### src/rtl/commit_queue_pkg.sv
// Shared core definitions for the commit queue: config defaults, the scoreboard
// entry layout and the transaction-ID width helper.
package commit_queue_pkg;

  localparam int unsigned NrScoreboardEntries = 8;
  localparam int unsigned NrCommitPorts       = 2;
  localparam int unsigned NrWbPorts           = 2;
  localparam int unsigned XLEN                = 32;

  typedef struct packed {
    logic            valid;
    logic            done;
    logic [XLEN-1:0] data;
  } sb_entry_t;

  function automatic int unsigned id_w(input int unsigned nr_entries);
    return (nr_entries > 1) ? $clog2(nr_entries) : 1;
  endfunction

endpackage

### src/rtl/commit_queue.sv
// In-order commit queue: issue allocates at the next edge, commit outputs are combinational from state.
// Backpressure: issue_ready_o drops while full (registered count only); entries retire only on commit_ack_i.
module commit_queue
  import commit_queue_pkg::*;
#(
  parameter int unsigned NR_ENTRIES      = NrScoreboardEntries,
  parameter int unsigned NR_COMMIT_PORTS = NrCommitPorts,
  parameter int unsigned NR_WB_PORTS     = NrWbPorts,
  parameter int unsigned DATA_W          = XLEN,
  localparam int unsigned ID_W           = id_w(NR_ENTRIES)
) (
  input  logic                                    clk_i,
  input  logic                                    rst_ni,
  input  logic                                    flush_i,
  input  logic                                    issue_valid_i,
  output logic                                    issue_ready_o,
  output logic [ID_W-1:0]                         issue_id_o,
  input  logic [NR_WB_PORTS-1:0]                  wb_valid_i,
  input  logic [NR_WB_PORTS-1:0][ID_W-1:0]        wb_id_i,
  input  logic [NR_WB_PORTS-1:0][DATA_W-1:0]      wb_data_i,
  output logic [NR_COMMIT_PORTS-1:0]              commit_valid_o,
  output logic [NR_COMMIT_PORTS-1:0][ID_W-1:0]    commit_id_o,
  output logic [NR_COMMIT_PORTS-1:0][DATA_W-1:0]  commit_data_o,
  input  logic [NR_COMMIT_PORTS-1:0]              commit_ack_i,
  output logic [ID_W:0]                           count_o
);

  localparam logic [ID_W:0] FULL_CNT = (ID_W+1)'(NR_ENTRIES);

  sb_entry_t                                ent_q [NR_ENTRIES];
  logic [ID_W-1:0]                          head_q;
  logic [ID_W-1:0]                          tail_q;
  logic [ID_W:0]                            count_q;

  logic                                     issue_fire;
  logic [NR_COMMIT_PORTS-1:0]               win_ok;
  logic [NR_COMMIT_PORTS-1:0][ID_W-1:0]     win_idx;
  logic [NR_COMMIT_PORTS-1:0]               ack_fire;
  logic [ID_W:0]                            n_ack;

  assign issue_ready_o = (count_q < FULL_CNT);
  assign issue_id_o    = tail_q;
  assign count_o       = count_q;
  assign issue_fire    = issue_valid_i & issue_ready_o;

  // Retire window: port k is valid only if every entry from head up to head+k is done.
  for (genvar k = 0; k < NR_COMMIT_PORTS; k++) begin : g_win
    assign win_idx[k]        = head_q + ID_W'(k);
    assign win_ok[k]         = ent_q[win_idx[k]].valid & ent_q[win_idx[k]].done;
    assign commit_valid_o[k] = &win_ok[k:0];
    assign commit_id_o[k]    = win_idx[k];
    assign commit_data_o[k]  = ent_q[win_idx[k]].data[DATA_W-1:0];
  end

  assign ack_fire = commit_ack_i & commit_valid_o;

  always_comb begin
    n_ack = '0;
    for (int k = 0; k < NR_COMMIT_PORTS; k++) begin
      n_ack = n_ack + (ID_W+1)'(ack_fire[k]);
    end
  end

  always_ff @(posedge clk_i or negedge rst_ni) begin
    if (!rst_ni) begin
      for (int i = 0; i < NR_ENTRIES; i++) begin
        ent_q[i] <= '0;
      end
      head_q  <= '0;
      tail_q  <= '0;
      count_q <= '0;
    end else if (flush_i) begin
      for (int i = 0; i < NR_ENTRIES; i++) begin
        ent_q[i].valid <= 1'b0;
        ent_q[i].done  <= 1'b0;
      end
      head_q  <= '0;
      tail_q  <= '0;
      count_q <= '0;
    end else begin
      // Qualification uses pre-edge state, so a later port overrides an earlier one
      // and a slot allocated this cycle is still invalid and ignores writebacks.
      for (int p = 0; p < NR_WB_PORTS; p++) begin
        if (wb_valid_i[p] && ent_q[wb_id_i[p]].valid && !ent_q[wb_id_i[p]].done) begin
          ent_q[wb_id_i[p]].done               <= 1'b1;
          ent_q[wb_id_i[p]].data[DATA_W-1:0]   <= wb_data_i[p];
        end
      end
      for (int k = 0; k < NR_COMMIT_PORTS; k++) begin
        if (ack_fire[k]) begin
          ent_q[win_idx[k]].valid <= 1'b0;
          ent_q[win_idx[k]].done  <= 1'b0;
        end
      end
      if (issue_fire) begin
        ent_q[tail_q].valid <= 1'b1;
        ent_q[tail_q].done  <= 1'b0;
      end
      head_q  <= head_q + n_ack[ID_W-1:0];
      tail_q  <= tail_q + ID_W'(issue_fire);
      count_q <= count_q + (ID_W+1)'(issue_fire) - n_ack;
    end
  end

`ifndef SYNTHESIS
  // Acks must form a contiguous prefix of valid retire ports.
  for (genvar k = 0; k < NR_COMMIT_PORTS; k++) begin : g_ack_chk
    if (k == 0) begin : g_first
      a_ack_legal: assert property (@(posedge clk_i) disable iff (!rst_ni)
        commit_ack_i[0] |-> commit_valid_o[0]);
    end else begin : g_rest
      a_ack_legal: assert property (@(posedge clk_i) disable iff (!rst_ni)
        commit_ack_i[k] |-> (commit_valid_o[k] && commit_ack_i[k-1]));
    end
  end
`endif

endmodule

### config.mk
export PLATFORM = sky130hd
export DESIGN_NAME = commit_queue
export DESIGN_NICKNAME = d
export VERILOG_FILES = /design/src/rtl/commit_queue_pkg.sv /design/src/rtl/commit_queue.sv
export SDC_FILE = /design/constraint.sdc
export NUM_CORES = 1
export LEC_CHECK = 0
export BUFFER_PORTS_ARGS = -buffer_cell sky130_fd_sc_hd__buf_2
export CELL_PAD_IN_SITES_DETAIL_PLACEMENT = 0
export CELL_PAD_IN_SITES_GLOBAL_PLACEMENT = 2
export CORE_ASPECT_RATIO = 0.9
export CORE_MARGIN = 1.5
export CORE_UTILIZATION = 43
export DETAILED_ROUTE_END_ITERATION = 8
export GPL_TIMING_DRIVEN = 0
export PLACE_DENSITY = 0.95
export SETUP_SLACK_MARGIN = 0.05
export SYNTH_ARGS = -nofsm -noshare
export SYNTH_HDL_FRONTEND = slang
export SYNTH_SLANG_ARGS = --single-unit
export TNS_END_PERCENT = 5
### constraint.sdc
create_clock -name clk_i -period 9.11 [get_ports clk_i]
set_clock_uncertainty 0.15 [all_clocks]
set_input_delay 0.4555 -clock clk_i [delete_from_list [all_inputs] [get_ports clk_i]]
set_output_delay 0.4555 -clock clk_i [all_outputs]
set_load 0.1 [all_outputs]
Word-level counts from Yosys, hierarchy flattened

Index checks and enable logic that the tools add are counted.

Register bits after elaboration: 282
Bits in latches: 0
RAM bits: 0
ROM bits: 0
Input port bits: 78
Memories: 0

$add $sub $neg: 6
Multipliers: 0
Divide/modulo/power cells: 0
$lt $le $gt $ge: 11
Equality and inequality tests: 0
Shift-type cells: 0
Multiplexer cells: 62
Bitwise operators: 9
Reductions and logical operators: 12

Operators by type and width:

| operator                                                                     | number |
|---|---|
| 272-bit bitwise mux                                                          | 10 |
| 272-bit 2-to-1 mux                                                           | 9 |
| 34-bit demux with 3-bit select                                               | 10 |
| 34-bit binary-select mux with 3-bit select                                   | 4 |
| 34-bit 2-to-1 mux                                                            | 11 |
| 33-bit 2-to-1 mux                                                            | 5 |
| 32-bit 2-to-1 mux                                                            | 2 |
| 4-bit >= comparator, second input constant                                   | 5 |
| 4-bit by 1-bit less-than comparator with 1-bit output, second input constant | 5 |
| 3-bit inverter with 4-bit output                                             | 5 |
| 2-bit 2-to-1 mux                                                             | 8 |
| 1-bit logical AND                                                            | 9 |
| 3-bit 2-to-1 mux                                                             | 2 |
| 4-bit by 1-bit adder with 4-bit output                                       | 1 |
| 4-bit less-than comparator, second input constant                            | 1 |
| 4-bit 2-to-1 mux                                                             | 1 |
| 4-bit by 2-bit subtractor with 4-bit output                                  | 1 |
| 3-bit by 1-bit adder with 3-bit output                                       | 1 |
| 3-bit by 1-bit adder with 3-bit output, second input constant                | 1 |
| 3-bit by 2-bit adder with 3-bit output                                       | 1 |
| 1-bit bitwise AND                                                            | 3 |
| 1-bit by 1-bit adder with 2-bit output                                       | 1 |
| 2-bit bitwise AND                                                            | 1 |
| 1-bit zero test                                                              | 2 |
| 2-bit AND reduction                                                          | 1 |

Longest topological paths before layout

Depth in word-level cells: 25
Depth in mapped cells: 14

Worst setup path before layout

No wires, ideal clock.

Path type: register -> register
Start: register head_q[0]
End: register count_q[2] (netlist: count_o[2])
Setup time: 132 ps
Arrival time: 6,475 ps
Data required time: 8,828 ps
Path slack: 2,353 ps
Cell stages (with the launch flop): 13
Path buffers: 0
Cells stage by stage: dfrtp_1 inv_1 mux4_2 mux2i_1 o2111a_1 and2_1 ha_1 ha_1 inv_1 ha_1 fa_1 xnor2_1 nor2_1

RTL lines:

| item                   | line                | source |
|---|---|---|
| from (decl)            | commit_queue.sv:31  | `logic [ID_W-1:0] head_q;` |
| from (signal assigned) | commit_queue.sv:99  | `head_q <= head_q + n_ack[ID_W-1:0];` |
| to (signal assigned)   | commit_queue.sv:101 | `count_q <= count_q + (ID_W+1)'(issue_fire) - n_ack;` |
| to (decl)              | commit_queue.sv:33  | `logic [ID_W:0] count_q;` |

==> implementation parameters <==
Parameter                              Value

Route
  Number of nets with antenna violations after routing    0
  Remaining DRCs    0
  Total Routed Length    86900 µm
  Via-per-instance ratio    7.48
  DR iter-0 viols    2710
  Via count of the routed design    18500
  TritonRoute pass-1 iters    6
  DR WL/cell    35.1 µm

Die
  Floorplan die area    42900 µm²
  Die width    218 µm
  IO Count    158
  Height of the die    197 µm
  Placeable core region    40900 µm²
  Number of core rows    70
  Starting density of the core    43.8%

Power and ir drop
  Power density relative to cell area    185 nW/µm²
  Peak supply drop    0.000155 V
  Static leakage power    8.52 nW
  Overall power    0.00381 W

Setup path
  Critical Path Max Stage Delay    1.05 ns
  End of the worst register-to-register path    count_o[2]
  Highest fanout seen on the critical path    10
  Startpoint kind of the worst setup timing path    flip-flop
  Reg2Reg Setup Slack    4.35 ns
  Chain of cells forming the critical path    ha_1 -> or2_2 -> nor2_1 -> clkbuf_1 -> clkbuf_1 -> a22oi_1 -> nand3_1 -> buf_2
  CP dominant cell by count    clkbuf_1
  Type of destination of the critical path    output pin
  Source of the worst register-to-register timing path    head_q[0]
  Worst Reg2Reg Path Length in Cells    13
  Kind of critical path    reg -> out
  Required time of the worst setup path    8.50 ns
  Endpoint arrival time on the critical path    5.93 ns
  Max stage delay cell, worst path    clkbuf_1

Synthesis
  Synth Instances    1721
  Dominant synthesized flop cell    dfrtp_1
  Biggest area consumer among synthesized cells    dfrtp_1
  Count of warnings emitted by yosys    0
  Number of flops mapped to enable cells by yosys    0
  Async set-reset flop share out of synthesis    100%
  Count of different cell masters after synthesis    73
  Area fraction of the dominant cell type after synthesis    39.4%
  Dominant cells by area after synthesis    dfrtp_1 39%, mux4_2 9.0%, a32oi_1 4.7%
  Total of flip-flops plus latches after synthesis    282
  Post-synth design cell area    17900 µm²
  Proportion of synthesized chip area in sequential cells    39.4%
  Syn nets    1811
  Mapped Avg Cell Area    10.4 µm²

Global route
  Remaining global-route overflow    0
  First-pass GRT wire length    124000 µm
  Largest net degree at the start of global routing    116
  Global-route usage over all layers    40.0%
  Via count of the first global-routing pass    17600
  Antenna violations before repair    2

Timing
  Final setup violation count    0
  Post-Route Hold Slack    0.0838 ns
  Worst relative slew slack    -4.92%
  Final min period    6.53 ns
  Final max-slew violation count    22
  Slew at the pin closest to its max-slew limit    1.57 ns
  Setup repair after global routing missed its margin    false
  F_max    153 MHz
  Total Negative Setup Slacks    0 ns
  Count of endpoints failing hold in the final timing report    0
  Final cycle utilization of the critical path    71.7%

Clocking
  Clock Path Buffers    3
  CTS clk-pin slew, worst paths    0.06 ns
  Post-CTS Resized    0
  Number of H-tree levels    2
  Setup bufs post-CTS    0
  Cell at the root of the clock tree    clkbuf_16
  Clock buffers created by TritonCTS    35
  Clock latency at the later pin of the worst-skew pair    0.53 ns
  Sink count of the clock tree    282
  TritonCTS clock tree    done

Place
  GP Congestion    1.00
  HPWL reported at the end of detailed placement    58100 µm
  Port buffer count    151

Min path
  Hold Path Sink    ent_q[217]
  Worst hold path stage count    2
  Startpoint of the tightest hold check path    wb_data_i[45]
  Worst min path class    in -> reg

Layout
  Area Overhead vs Synth    14.7%
  Proportion of layout cells with a drive suffix above 1    21.6%
  Fin nets    2003
  Fill cell instance count of the final layout    3761

Run
  Maximum Capacitance Violations    2

Outcome
  Result of the run    finished with violations
  Failing checks    max-capacitance violations, max-slew violations
[cell usage in the layout, fill, tap and decap left out, types with 32 or more instances in the layout]
master and count:
a22oi_1 56, a32oi_1 96, and3_1 33, buf_2 166, clkbuf_1 150, clkbuf_16 35, dfrtp_1 282, mux4_2 72
nand2_1 165, nand3_1 77, nand3b_1 68, nor2b_1 41, o211a_1 36, o211ai_1 104, o221a_2 64, o22ai_1 32
or2_2 35, or3_1 34
[registers in the layout (all words and copies together) (netlist names)]
register    count
head_q          3
ent_q         272
issue_id_o      3
count_o         4
[metal layers]
metal	share of wire, %	track usage (%)	wire length, µm	up-vias
met2	41	55.3	35400	1681
li1	-	-	-	7283
met3	16	16.7	13800	368
met4	6.1	21.2	5290	2
met1	37	52.8	32400	9209
met5	0.068	1.26	59	-
[stage by stage]
stage               cells  setup slack (ns)  cell area (µm²)  utilization [%]
floorplan            1721              2.35            17900                -
global placement     2412              1.80            19400             47.3
detailed placement   2415              3.62            19400             47.5
CTS                  2476              3.06            20600             50.3
global route         2476              2.87            20600             50.3
finish               2478              2.58            20600             50.3
[cell families (layout without fill, tap and decap cells)]
| group | after synthesis | after routing | synth area share (%) |
|---|---|---|---|
| AND/OR/NAND/NOR | 566 | 566 | 17.2 |
| AO/OA/AOI/OAI | 546 | 546 | 26.4 |
| flip-flops | 282 | 282 | 39.4 |
| buffers and inverters | 203 | 418 | 4.77 |
| multiplexers | 106 | 106 | 11.0 |
| adder cells (fa/ha/maj) | 12 | 12 | 0.921 |
| XOR/XNOR | 6 | 6 | 0.293 |
| other | 0 | 2 | 0 |
[cells in the mapped netlist (12+ instances only)]
library cell,count
or3_1,34
mux2i_1,31
nor2b_1,41
or2b_1,12
o221a_2,64
a221o_1,30
buf_2,15
o211ai_1,104
nor2_1,24
and3_1,33
o211a_1,36
a32oi_1,96
nand3b_1,68
o22ai_1,32
a221oi_1,19
nand2b_1,29
a22o_1,20
buf_1,21
dfrtp_1,282
or2_2,35
mux4_2,72
inv_1,15
a2bb2oi_1,31
clkbuf_1,140
nand2_1,165
nand3_1,77
nor3_1,12
a22oi_1,56
[worst max-delay path by stage]
stage,start,end,cells past startpoint
after CTS,head_q[0],commit_data_o[47],9
final,head_q[0],commit_data_o[63],8
after floorplan,head_q[0],count_o[2],12
after detailed placement,head_q[0],commit_data_o[47],9
after global routing,head_q[0],commit_data_o[53],9
after global placement,rst_ni,ent_q[118],1
[worst max-delay path: cells and delay by family, from the launching register on]
family	cells	cell delay, ns
flip-flops	1	0.51
AND/OR/NAND/NOR	3	1.63
adder cells (fa/ha/maj)	1	0.45
buffers and inverters	3	2.55
AO/OA/AOI/OAI	1	0.24
[final cells by class]
cell class / count / area [µm²] / area share [%]
Tap cell: 540 / 676 / 3.29
Antenna cell: 2 / 5.00 / 0.0243
Buffer: 186 / 793 / 3.86
Clock buffer: 50 / 982 / 4.78
Timing Repair Buffer: 155 / 846 / 4.11
Sequential cell: 282 / 7060 / 34.3
Inverter: 17 / 63.8 / 0.310
Clock inverter: 10 / 129 / 0.627
Multi-Input combinational cell: 1236 / 10000 / 48.7
[timing repair]
| item | in CTS | in global routing |
|---|---|---|
| hold endpoints to repair | 65 | 0 |
| hold buffers | 1 | 0 |
| endpoints found under the setup margin | 0 | 0 |
[power by group]
part           total [W]  switching [W]  internal (W)
sequential       0.00149       0.000117       0.00137
clock            0.00142       0.000584      0.000834
combinational   0.000907       0.000642      0.000266
Note: power is estimated with default switching activity, not from simulation.
